### config.mk
export PLATFORM = sky130hd
export DESIGN_NAME = cart_ram_uploader_flat
export DESIGN_NICKNAME = d
export VERILOG_FILES = /design/src/rtl/cart_ram_uploader_if.sv /design/src/rtl/cart_ram_uploader.sv /design/src/flat_wrapper.sv
export SDC_FILE = /design/constraint.sdc
export NUM_CORES = 1
export LEC_CHECK = 0
export ABC_AREA = 1
export CORE_UTILIZATION = 45
export CTS_CLUSTER_DIAMETER = 50
export DETAILED_ROUTE_END_ITERATION = 10
export HOLD_SLACK_MARGIN = 0.08
export PLACE_DENSITY = 0.73
export RECOVER_POWER = 25
export SYNTH_ARGS = -nofsm -noshare
export SYNTH_HDL_FRONTEND = slang
export SYNTH_SLANG_ARGS = --single-unit
### constraint.sdc
create_clock -name clk_sys -period 2.7 [get_ports clk_sys]
set_input_delay 0.81 -clock clk_sys [delete_from_list [all_inputs] [get_ports clk_sys]]
set_output_delay 0.81 -clock clk_sys [all_outputs]
set_load 0.01 [all_outputs]
### src/rtl/cart_ram_uploader_if.sv
// Host-side ioctl upload bus between hps_io and cart_ram_uploader.
//   ioctl_upload : session active (host -> uploader)
//   ioctl_rd     : one-cycle pulse, host consumed ioctl_din for ioctl_addr
//   ioctl_addr   : host byte address of the byte just consumed
//   ioctl_din    : byte presented to the host (uploader -> host)
//   ioctl_wait   : ioctl_din not yet valid (uploader -> host)
interface cart_ram_uploader_if;
  logic        ioctl_upload;
  logic        ioctl_rd;
  logic [24:0] ioctl_addr;
  logic [7:0]  ioctl_din;
  logic        ioctl_wait;

  modport master (
    output ioctl_upload, ioctl_rd, ioctl_addr,
    input  ioctl_din, ioctl_wait
  );

  modport slave (
    input  ioctl_upload, ioctl_rd, ioctl_addr,
    output ioctl_din, ioctl_wait
  );
endinterface

### src/rtl/cart_ram_uploader.sv
// Read-back engine for the HPS ioctl upload path (cart RAM save, ROM dump).
// Reads the spare port of the cart dual-port RAM, presents bytes on ioctl_din
// and holds the host off with ioctl_wait until each byte is valid. The byte
// after the one the host just consumed is always prefetched.
// Ports:
//   clk_sys     : system clock, rising edge
//   reset       : synchronous, active-high
//   ioctl       : host upload bus (slave side)
//   img_size    : number of valid bytes, sampled at session start
//   mem_addr    : RAM read address
//   mem_rd      : one-cycle RAM read strobe
//   mem_q       : RAM read data, valid RD_LAT clocks after mem_rd
//   busy        : session active
//   byte_count  : bytes served in the current or last session (saturating)
//   upload_done : one-cycle pulse when the host ends the session
module cart_ram_uploader #(
  parameter int          AW     = 15,
  parameter int          RD_LAT = 1,
  parameter logic [7:0]  FILL   = 8'hFF
) (
  input  logic                clk_sys,
  input  logic                reset,
  cart_ram_uploader_if.slave  ioctl,
  input  logic [AW:0]         img_size,
  output logic [AW-1:0]       mem_addr,
  output logic                mem_rd,
  input  logic [7:0]          mem_q,
  output logic                busy,
  output logic [AW:0]         byte_count,
  output logic                upload_done
);

  localparam logic [1:0] IDLE  = 2'd0;
  localparam logic [1:0] ISSUE = 2'd1;
  localparam logic [1:0] LAT   = 2'd2;
  localparam logic [1:0] READY = 2'd3;

  localparam logic [1:0]  LAT_INIT = 2'(RD_LAT);
  localparam logic [25:0] DEPTH    = 26'(1) << AW;

  logic [1:0]  state;
  logic [1:0]  lat_cnt;
  logic [AW:0] size_q;
  // One bit wider than ioctl_addr so that all-ones + 1 cannot wrap back
  // into the valid range.
  logic [25:0] tgt;
  logic        upload_p1;
  logic        rise, fall, hit;

  function automatic logic tgt_in_range(input logic [25:0] t, input logic [AW:0] sz);
    return (t < DEPTH) && (t[AW:0] < sz);
  endfunction

  function automatic logic [AW:0] sat_inc(input logic [AW:0] v);
    return (&v) ? v : v + (AW+1)'(1);
  endfunction

  assign rise = ioctl.ioctl_upload & ~upload_p1;
  assign fall = ~ioctl.ioctl_upload & upload_p1;
  assign hit  = tgt_in_range(tgt, size_q);

  // The read strobe is decoded from ISSUE so the RAM samples the address on
  // the edge that leaves ISSUE; the capture in LAT then lands exactly
  // RD_LAT+1 cycles after ISSUE was entered.
  assign mem_rd   = (state == ISSUE) && hit;
  assign mem_addr = tgt[AW-1:0];

  // Upload edge detector runs through reset so a session held high across
  // reset is not mistaken for a new one.
  always_ff @(posedge clk_sys) begin
    upload_p1 <= ioctl.ioctl_upload;
  end

  always_ff @(posedge clk_sys) begin
    size_q <= size_q;
    if (state == IDLE && rise) begin
      size_q <= img_size;
    end
  end

  always_ff @(posedge clk_sys) begin
    if (reset) begin
      state            <= IDLE;
      lat_cnt          <= 2'd0;
      tgt              <= 26'd0;
      ioctl.ioctl_din  <= 8'd0;
      ioctl.ioctl_wait <= 1'b0;
      busy             <= 1'b0;
      byte_count       <= '0;
      upload_done      <= 1'b0;
    end else begin
      upload_done <= 1'b0;
      if (state != IDLE && fall) begin
        // A read coinciding with the end of session still counts, but no
        // further fetch is started.
        if (state == READY && ioctl.ioctl_rd) begin
          byte_count <= sat_inc(byte_count);
        end
        state            <= IDLE;
        ioctl.ioctl_wait <= 1'b0;
        busy             <= 1'b0;
        upload_done      <= 1'b1;
      end else begin
        case (state)
          IDLE: begin
            if (rise) begin
              byte_count       <= '0;
              tgt              <= 26'd0;
              busy             <= 1'b1;
              ioctl.ioctl_wait <= 1'b1;
              state            <= ISSUE;
            end
          end
          ISSUE: begin
            if (hit) begin
              lat_cnt <= LAT_INIT;
              state   <= LAT;
            end else begin
              ioctl.ioctl_din  <= FILL;
              ioctl.ioctl_wait <= 1'b0;
              state            <= READY;
            end
          end
          LAT: begin
            if (lat_cnt <= 2'd1) begin
              ioctl.ioctl_din  <= mem_q;
              ioctl.ioctl_wait <= 1'b0;
              state            <= READY;
            end else begin
              lat_cnt <= lat_cnt - 2'd1;
            end
          end
          READY: begin
            // Reads arriving in ISSUE/LAT never reach here and are dropped.
            if (ioctl.ioctl_rd) begin
              byte_count       <= sat_inc(byte_count);
              tgt              <= 26'(ioctl.ioctl_addr) + 26'd1;
              ioctl.ioctl_wait <= 1'b1;
              state            <= ISSUE;
            end
          end
          default: state <= IDLE;
        endcase
      end
    end
  end

endmodule

### src/flat_wrapper.sv
// flat-port wrapper written by rule: the top's interface ports become plain ports
module cart_ram_uploader_flat 
#(
  parameter int          AW     = 15,
  parameter int          RD_LAT = 1,
  parameter logic [7:0]  FILL   = 8'hFF
)
  (clk_sys, reset, img_size, mem_addr, mem_rd, mem_q, busy, byte_count, upload_done, ioctl_ioctl_upload, ioctl_ioctl_rd, ioctl_ioctl_addr, ioctl_ioctl_din, ioctl_ioctl_wait);
  cart_ram_uploader_if ioctl_i ();
  input  logic clk_sys;
  input  logic reset;
  input  logic [AW:0] img_size;
  output logic [AW-1:0] mem_addr;
  output logic mem_rd;
  input  logic [7:0] mem_q;
  output logic busy;
  output logic [AW:0] byte_count;
  output logic upload_done;
  input wire logic [$bits(ioctl_i.ioctl_upload)-1:0] ioctl_ioctl_upload;
  input wire logic [$bits(ioctl_i.ioctl_rd)-1:0] ioctl_ioctl_rd;
  input wire logic [$bits(ioctl_i.ioctl_addr)-1:0] ioctl_ioctl_addr;
  output wire logic [$bits(ioctl_i.ioctl_din)-1:0] ioctl_ioctl_din;
  output wire logic [$bits(ioctl_i.ioctl_wait)-1:0] ioctl_ioctl_wait;
  assign ioctl_i.ioctl_upload = ioctl_ioctl_upload;
  assign ioctl_i.ioctl_rd = ioctl_ioctl_rd;
  assign ioctl_i.ioctl_addr = ioctl_ioctl_addr;
  assign ioctl_ioctl_din = ioctl_i.ioctl_din;
  assign ioctl_ioctl_wait = ioctl_i.ioctl_wait;
  cart_ram_uploader #(.AW(AW), .RD_LAT(RD_LAT), .FILL(FILL)) u_core (.clk_sys(clk_sys), .reset(reset), .ioctl(ioctl_i), .img_size(img_size), .mem_addr(mem_addr), .mem_rd(mem_rd), .mem_q(mem_q), .busy(busy), .byte_count(byte_count), .upload_done(upload_done));
endmodule
Word level (Yosys, flattened, before mapping)
Index checks and enable logic that the tools add are counted.
- bits in registers: 74
- bits of input ports: 53
- output and inout port bits: 43
- logic and storage cells: 78
- $add $sub $neg: 3
- order comparisons: 3
- eq/ne operators: 12
- mux-type cells: 26
- bitwise operators: 5
- reductions and logical operators: 19
- operators by type and width (operator ; count):
    16-bit two-way mux ; 5
    26-bit two-way mux ; 2
    26-bit case mux with 2 select lines ; 1
    16-bit case mux with 2 select lines ; 1
    25-bit by 1-bit adder with 26-bit output, second input constant ; 1
    26-bit by 16-bit less-than comparator with 1-bit output, second input constant ; 1
    4-bit AND reduction ; 5
    16-bit by 1-bit adder with 16-bit output, second input constant ; 1
    16-bit less-than comparator ; 1
    8-bit two-way mux ; 2
    8-bit case mux with 2 select lines ; 1
    16-bit AND reduction ; 1
    2-bit two-way mux ; 5
    2-bit != test, second input constant ; 4
    2-bit case mux with 4 select lines ; 1
    1-bit two-way mux ; 6
    2-bit by 1-bit != test with 1-bit output, second input constant ; 3
    3-bit by 2-bit != test with 1-bit output, second input constant ; 2
    2-bit nonzero test ; 3
    1-bit logical AND ; 5
    2-bit equality test, second input constant ; 2
    1-bit case mux with 4 select lines ; 1
    2-bit case mux with 2 select lines ; 1
    1-bit inverter ; 3
    other kinds (9) ; 10

Depth between registers and ports, before layout
Gate-level depths: netlist of the first run.
- depth in word-level cells: 5
- gate-level depth with buffers: 14
- mapped depth without buffers: 14

Worst setup path after synthesis of the first run
Ideal clock, no wire load.
- path type: reg-to-output
- start point: reg u_core.size_q[15]
- end point: out mem_rd
- arrival: 1.535 ns
- data required time: 1.890 ns
- slack: 0.355 ns
- cell stages (with the launch flop): 11
- path buffers: 1
- path through: edfxtp_1 -> inv_1 -> ha_1 -> nand2_1 -> nand2_1 -> nor3_1 -> nand3_1 -> nor2_1 -> nand3_2 -> buf_2 -> inv_1
- word-level cells in the longest chain between the ends: 3
- ends and longest elaborated chain (element ; line ; text):
    start: declaration ; cart_ram_uploader.sv:43 ; logic [AW:0] size_q;
    start signal: assignment ; cart_ram_uploader.sv:75 ; size_q <= size_q;
    start signal: assignment ; cart_ram_uploader.sv:77 ; size_q <= img_size;
    16-bit less-than comparator ; cart_ram_uploader.sv:51 ; return (t < DEPTH) && (t[AW:0] < sz);
    1-bit logical AND ; cart_ram_uploader.sv:51 ;
    1-bit logical AND ; cart_ram_uploader.sv:65 ; assign mem_rd = (state == ISSUE) && hit;
    end: declaration ; flat_wrapper.sv:14 ; output logic mem_rd;
No other way between the ends.

Worst setup path in the final report of the first run
- start point: reg u_core.size_q[5]
- end point: out mem_rd
The elaborated chain is that of the path after synthesis.

==> impl_metrics.yaml, run 1 <==
placed_design:
  io_buffers: 95
  placedInstanceArea_sq_um: 5250
  dpl.hpwl_microns: 7820
  dp_cells: 781
  place.gp.congestion: 0.904
global_route:
  antenna_found_initial: 0
  grt_use_total_pct: 22.4
  first_global_vias: 3951
  grt_start_max_net_pins: 31
  grt_pass1_wl_microns: 17500
  grt_remaining_overflow: 0
yosys:
  postSynthAreaPerCell_sq_um: 7.15
  synth_top_cell_by_area: "dfxtp_1"
  async_flop_share_pct: 0
  synthFlopType: "dfxtp_1"
  netlist_top_cells_area: "dfxtp_1, edfxtp_1, nand2_1"
  postSynthCellCount: 590
  synth_enable_flop_cells: 16
  yosys.area.top_type_share_pct: 27.5
  synthesis.area_sq_um: 4220
  synth.yosys.seq_area_share_pct: 38.9
  synth_seq_cells: 74
  yosysMostFrequentCell: "nand2_1"
  syn-num-nets: 666
  synthesis.yosys.warnings: 0
  ys_types: 37
  post_synth_most_frequent_cells: "nand2_1, nor2_1, inv_1"
clock_tree:
  ctsHtreeMaxLevel: 3
  tritoncts.num_buffers: 9
  clockBufferDepth: 2
  cts_tree: "done"
  clk_pin_slew_ns: 0.08
  worst_skew_pair.late_latency_ns: 0.35
  clk_root_buffer_cell: "clkbuf_8"
  post_cts_buffers: 0
  ctsHoldBuffers: 0
  cts.sinks: 74
final_layout:
  synthesis_to_finish_area_growth_pct: 30.2
  antenna-diode-count: 0
  final_core_util_pct: 61.8
  fill_cells: 819
  layoutNonFillerInstCount: 797
  final_nets: 760
  post_route_cells_drive_above_1_share_pct: 7.98
  postLayoutCellArea_sq_um: 5490
timing:
  largest_clock_skew_in_the_final_design_ns: 0.0108
  timing.fmax_mhz: 383
  report.final.setup_viol: 0
  rsz0062_at_grt: "yes"
  setup_total_negative_slack_ns: 0
  relSlewSlack_pct: 69.4
  final.period_utilization_pct: 96.7
  timing_hold_violations_final: 0
  post-route-min-period_ns: 2.61
  slew_viol_final: 0
  tightestPinTransition_ns: 0.459
drt:
  detailedRoute.firstIterationViolations: 170
  drt-total-wl_microns: 10500
  remaining_drc_errors: 0
  drt-wirelength-per-cell_microns: 13.2
  detailroute.via_count: 4147
  number_of_routed_nets_with_antenna_violations: 0
  via_per_inst: 5.20
  drt-pass1-iter-count: 4
worst_setup_path:
  worstPathMaxFanout: 2
  slowest_stage_cell_cp: "edfxtp_1"
  worst_setup_slack_for_register_to_register_paths_ns: 0.71
  timing.rr.start: "u_core.state[0]$_SDFFE_PP0P_"
  path_cells: "inv_2 -> ha_4 -> a21oi_2 -> nor2_1 -> nor3_1 -> nand2_1 -> nand2_2 -> nand3_2 -> inv_1 -> buf_2"
  cp_data_arrival_time_ns: 1.80
  critical_path.max_stage_delay_ns: 0.38
  critical_path_class: "register to primary output"
  worst-endpoint-required_ns: 1.89
  number_of_cells_traversed_by_the_worst_register_to_register_path: 10
  endpoint_kind: "primary output"
  timing.critical_path.from_type: "register"
  worstReg2RegEnd: "u_core.tgt[0]$_SDFFE_PP0P_"
worst_hold_path:
  hold_path_depth: 2
  worstHoldEndpoint: "u_core.tgt[23]$_SDFFE_PP0P_"
  timing.hold.worst.class: "register to register"
  min-delay-start: "u_core.tgt[23]$_SDFFE_PP0P_"
power_and_ir_drop:
  leakage_nw: 2.31
  post-layout-total-power_w: 0.00363
  power.density_cell_area_nw_per_um2: 661
  peak_supply_drop_uv: 519
die:
  die_x_microns: 98.8
  core-area_sq_um: 8890
  placementRows: 34
  die-height_microns: 98.8
  dieArea_sq_um: 9770
  design.portCount: 96
  start_util_pct: 47.5
run_status:
  run_status: "completed"
job:
  cap_violations: 0
==> state kept, by name (all words and copies together), names as in the netlist, 2 cells and up <==
register                count
u_core.byte_count          16
u_core.ioctl.ioctl_din      8
u_core.lat_cnt              2
u_core.size_q              16
u_core.state                2
u_core.tgt                 26
==> where the power goes <==
group / total, W / internal (W) / leakage (nW) / switching, W
Clock: 0.000924 / 0.000518 / 0.0972 / 0.000405
Combinational: 0.00136 / 0.000534 / 1.60 / 0.000826
Sequential: 0.00135 / 0.00127 / 0.619 / 0.0000749
Total: 0.00363 / 0.00232 / 2.31 / 0.00131
==> layout make-up <==
cell class	count	area, sq um	area share [%]
Tap cell	108	135	2.46
Sequential cell	74	1640	29.9
Clock inverter	5	78.8	1.44
Inverter	78	295	5.38
Multi-Input combinational cell	412	2160	39.3
Timing Repair Buffer	109	1050	19.1
Clock buffer	11	131	2.39
==> metal layers <==
layer  wire length, microns  part of all wire [%]  up-vias  GRT usage [%]
met3                    690                   6.6       26           4.11
met5                      0                     0        -              0
met1                   4670                    44     1875           28.4
li1                       -                     -     2100              -
met4                    261                   2.5        0           10.7
met2                   4910                    47      146           36.8
==> how the worst max path moves through the flow <==
stage / startpoint / slack [ns] / end / cells past startpoint
after floorplan: u_core.size_q[15]$_DFFE_PP_ / 0.35 / mem_rd / 10
after global placement: u_core.size_q[5]$_DFFE_PP_ / 0.02 / mem_rd / 10
after detailed placement: u_core.size_q[5]$_DFFE_PP_ / -0.006 / mem_rd / 10
after CTS: u_core.size_q[5]$_DFFE_PP_ / 0.02 / mem_rd / 10
after global routing: u_core.size_q[5]$_DFFE_PP_ / -0.05 / mem_rd / 10
final: u_core.size_q[5]$_DFFE_PP_ / 0.09 / mem_rd / 10
==> worst max-delay path: cells and delay by family (launching register included) <==
family	cells	cell delay, ns
simple gates	5	0.47
fa+ha+maj	1	0.20
flops	1	0.38
buf+inv	3	0.27
compound gates	1	0.14
==> through the flow <==
| stage | hold slack (ns) | setup slack [ns] |
|---|---|---|
| 2_1_floorplan | 0.445 | 0.355 |
| 3_3_place_gp | 0.456 | 0.0224 |
| 3_5_place_dp | 0.463 | -0.00575 |
| 4_1_cts | 0.475 | 0.0201 |
| 5_1_grt | 0.481 | -0.0549 |
| 6_report | 0.471 | 0.0898 |
==> cell families after synthesis <==
group | Yosys count | synth area share (%)
flip-flops | 74 | 38.9
buffers and inverters | 104 | 10.9
XOR/XNOR | 5 | 1.04
adder cells (fa/ha/maj) | 23 | 6.82
AND/OR/NAND/NOR | 288 | 29.7
AO/OA/AOI/OAI | 96 | 12.7
==> layout by cell type, fill, tap and decap left out, types with 2 or more instances in the layout <==
master           synthesis  routed
edfxtp_1                16      16
clkdlybuf4s50_1          0      77
xor2_1                   4       4
nand3_1                 43      43
o21bai_1                 3       3
dfxtp_1                 58      58
inv_1                   75      73
nor3_1                  15      14
o21a_1                   2       2
nand2_2                  3       6
o21ai_0                 16      16
clkbuf_8                 0       9
inv_2                    2       4
dlygate4sd3_1            0      17
ha_1                    23      21
bufinv_16                0       2
a32oi_1                  2       2
nand3_2                  2       2
nor2_2                   3       4
nand2_1                125     122
ha_4                     0       2
clkbuf_1                 7       2
buf_4                   15      13
a21oi_1                 59      58
o21ai_1                  4       4
nor2_1                  83      82
nand4_1                 10      10
clkinvlp_4               0       2
a21o_1                   2       2
o211ai_1                 3       3
==> timing repair <==
item | 4_1_cts | 5_1_grt
resized for setup | 7 | 7
pin swaps | 4 | 8
hold endpoints to repair | 0 | 0
setup endpoints to repair | 1 | 1
Note: power is estimated with default switching activity, not from simulation.
==> run 2, diff against run 1 <==
- HOLD_SLACK_MARGIN: 0.08 -> unset
- clock period: 2.7 -> 2.8 ns (I/O delays scaled with it)
==> run 2 against run 1 <==
  * Non-clock buffer count shrank 4
  * First-iteration DRC count decreased by 14%
  * Via count is 2.7% lower
  * Count of clock-buffer cells in the layout increased by 2
==> impl_metrics.yaml, run 2 (synthesis gave the netlist of run 1 again) <==
timing:
  post-route-min-period_ns: 2.67
  largest_clock_skew_in_the_final_design_ns: 0.0118
  report.final.setup_viol: 0
  slew_viol_final: 0
  setup_total_negative_slack_ns: 0
  timing_hold_violations_final: 0
  tightestPinTransition_ns: 0.481
  final.period_utilization_pct: 95.2
  rsz0062_at_grt: "no"
  relSlewSlack_pct: 67.9
  worst_slack_ns: 0.134
  timing.fmax_mhz: 375
clock_tree:
  ctsHoldBuffers: 0
  clockBufferDepth: 2
  cts_tree: "done"
  tritoncts.num_buffers: 9
  worst_skew_pair.late_latency_ns: 0.35
  clk_root_buffer_cell: "clkbuf_8"
  clk_pin_slew_ns: 0.08
  cts.sinks: 74
  ctsHtreeMaxLevel: 3
final_layout:
  layoutNonFillerInstCount: 793
  register_with_the_most_flip_flops: "u_core.tgt"
  largest_register_ffs: 26
  commonest_cells_after_routing_fill_and_taps_aside: "nand2_1, nor2_1, clkdlybuf4s50_1, inv_1"
  final_nets: 756
  layout_top_registers: "u_core.tgt: 26 flops, u_core.byte_count: 16 flops, u_core.size_q: 16 flops"
  synthesis_to_finish_area_growth_pct: 27.8
  antenna-diode-count: 0
  fill_cells: 841
  most_frequent_standard_cell_in_the_layout_excluding_fill_and_tap_cells: "nand2_1"
  post_route_cells_drive_above_1_share_pct: 6.57
  postLayoutCellArea_sq_um: 5390
drt:
  remaining_drc_errors: 0
  drt-wirelength-per-cell_microns: 13.1
  number_of_routed_nets_with_antenna_violations: 0
  detailroute.via_count: 4035
  detailedRoute.firstIterationViolations: 147
  drt-pass1-iter-count: 4
  via_per_inst: 5.09
  drt-total-wl_microns: 10400
worst_hold_path:
  timing.hold.worst.class: "register to register"
  worstHoldEndpoint: "u_core.tgt[23]$_SDFFE_PP0P_"
  min-delay-start: "u_core.tgt[23]$_SDFFE_PP0P_"
  hold_path_depth: 2
power_and_ir_drop:
  peak_supply_drop_uv: 613
  power.density_cell_area_nw_per_um2: 622
  post-layout-total-power_w: 0.00335
  leakage_nw: 2.29
placed_design:
  dpl_worst_slack_ns: 0.0820
  place.gp.congestion: 0.899
  dp_cells: 777
  placedInstanceArea_sq_um: 5220
  dpl.hpwl_microns: 7760
  io_buffers: 95
die:
  design.portCount: 96
  core-area_sq_um: 8890
  die-height_microns: 98.8
  start_util_pct: 47.5
  die_x_microns: 98.8
  placementRows: 34
  dieArea_sq_um: 9770
worst_setup_path:
  critical_path_class: "register to primary output"
  slowest_stage_cell_cp: "edfxtp_1"
  worstPathMaxFanout: 3
  endpoint_kind: "primary output"
  worst_setup_slack_for_register_to_register_paths_ns: 0.83
  timing.critical_path.from_type: "register"
  worstReg2RegEnd: "u_core.byte_count[6]$_SDFFE_PP0P_"
  path_cells: "inv_1 -> ha_1 -> nand2_1 -> nand2_1 -> nor3_1 -> nand3_1 -> nor2_2 -> nand3_2 -> inv_1 -> clkbuf_2"
  worst-endpoint-required_ns: 1.96
  number_of_cells_traversed_by_the_worst_register_to_register_path: 10
  critical_path.max_stage_delay_ns: 0.37
  cp_data_arrival_time_ns: 1.83
  timing.rr.start: "u_core.state[0]$_SDFFE_PP0P_"
global_route:
  grt_use_total_pct: 22.2
  grt_start_max_net_pins: 31
  antenna_found_initial: 0
  grt_remaining_overflow: 0
  first_global_vias: 3803
  grt_pass1_wl_microns: 17200
run_status:
  run_status: "completed"
job:
  cap_violations: 0
[run 2: changes by cell type in the layout (fill, tap and decap cells not counted), sizes merged]
cell and delta:
clkinv +2, buf -5, clkbuf +3, clkinvlp -2, bufinv -2
[run 2: through the flow]
stage	hold slack, ns	util (%)
final	0.472	60.6
after global routing	0.491	60.6
after CTS	0.472	60.7
after detailed placement	0.459	58.7
after global placement	0.456	58.7
after floorplan	0.445	-
[run 2: repair_timing]
action | CTS | global route
endpoints found under the setup margin | 1 | 1
pin swaps | 0 | 2
resized for setup | 4 | 2
setup buffers | 0 | 0
[run 2: worst max-delay path by stage]
| stage | to | slack [ns] | startpoint | cells past startpoint |
|---|---|---|---|---|
| 6_report | mem_rd | 0.13 | u_core.size_q[15]$_DFFE_PP_ | 10 |
| 5_1_grt | mem_rd | 0.02 | u_core.size_q[9]$_DFFE_PP_ | 10 |
| 4_1_cts | mem_rd | 0.007 | u_core.size_q[5]$_DFFE_PP_ | 10 |
| 3_5_place_dp | u_core.tgt[24]$_SDFFE_PP0P_ | 0.08 | ioctl_ioctl_addr[0] | 10 |
| 3_3_place_gp | mem_rd | 0.09 | u_core.size_q[5]$_DFFE_PP_ | 10 |
| 2_1_floorplan | mem_rd | 0.42 | u_core.size_q[15]$_DFFE_PP_ | 10 |
[run 2: final cells by class]
class / instances / area, sq um / share of cell area (%)
clock buffers: 13 / 159 / 2.95
inverters: 78 / 295 / 5.48
clock inverters: 3 / 15.0 / 0.279
repair buffers: 105 / 1020 / 18.9
well taps: 108 / 135 / 2.51
flip-flops and latches: 74 / 1640 / 30.5
multi-input cells: 412 / 2130 / 39.4
[run 2: metal layers]
metal | vias to the layer above | global-route usage [%] | share of wire (%)
li1 | 2091 | - | -
met1 | 1812 | 28.1 | 46
met2 | 117 | 37.0 | 47
met5 | - | 0 | 0
met3 | 15 | 4.89 | 6.0
met4 | 0 | 8.50 | 1.4
[run 2: where the power goes]
part	switching [W]	internal, W
sequential	0.0000696	0.00123
clock	0.000386	0.000367
combinational	0.000794	0.000506
total	0.00125	0.00210
[run 2: worst max-delay path, delay by kind of cell (launching register included)]
| family | cells | cell delay (ns) |
|---|---|---|
| adder cells (fa/ha/maj) | 1 | 0.24 |
| AND/OR/NAND/NOR | 6 | 0.61 |
| buffers and inverters | 3 | 0.25 |
| flip-flops | 1 | 0.37 |
==> run 3, diff against run 2 <==
- CTS_CLUSTER_DIAMETER: 50 -> unset
==> results of run 3 <==
Final layout, timing and power as in run 2 (identical DEF).
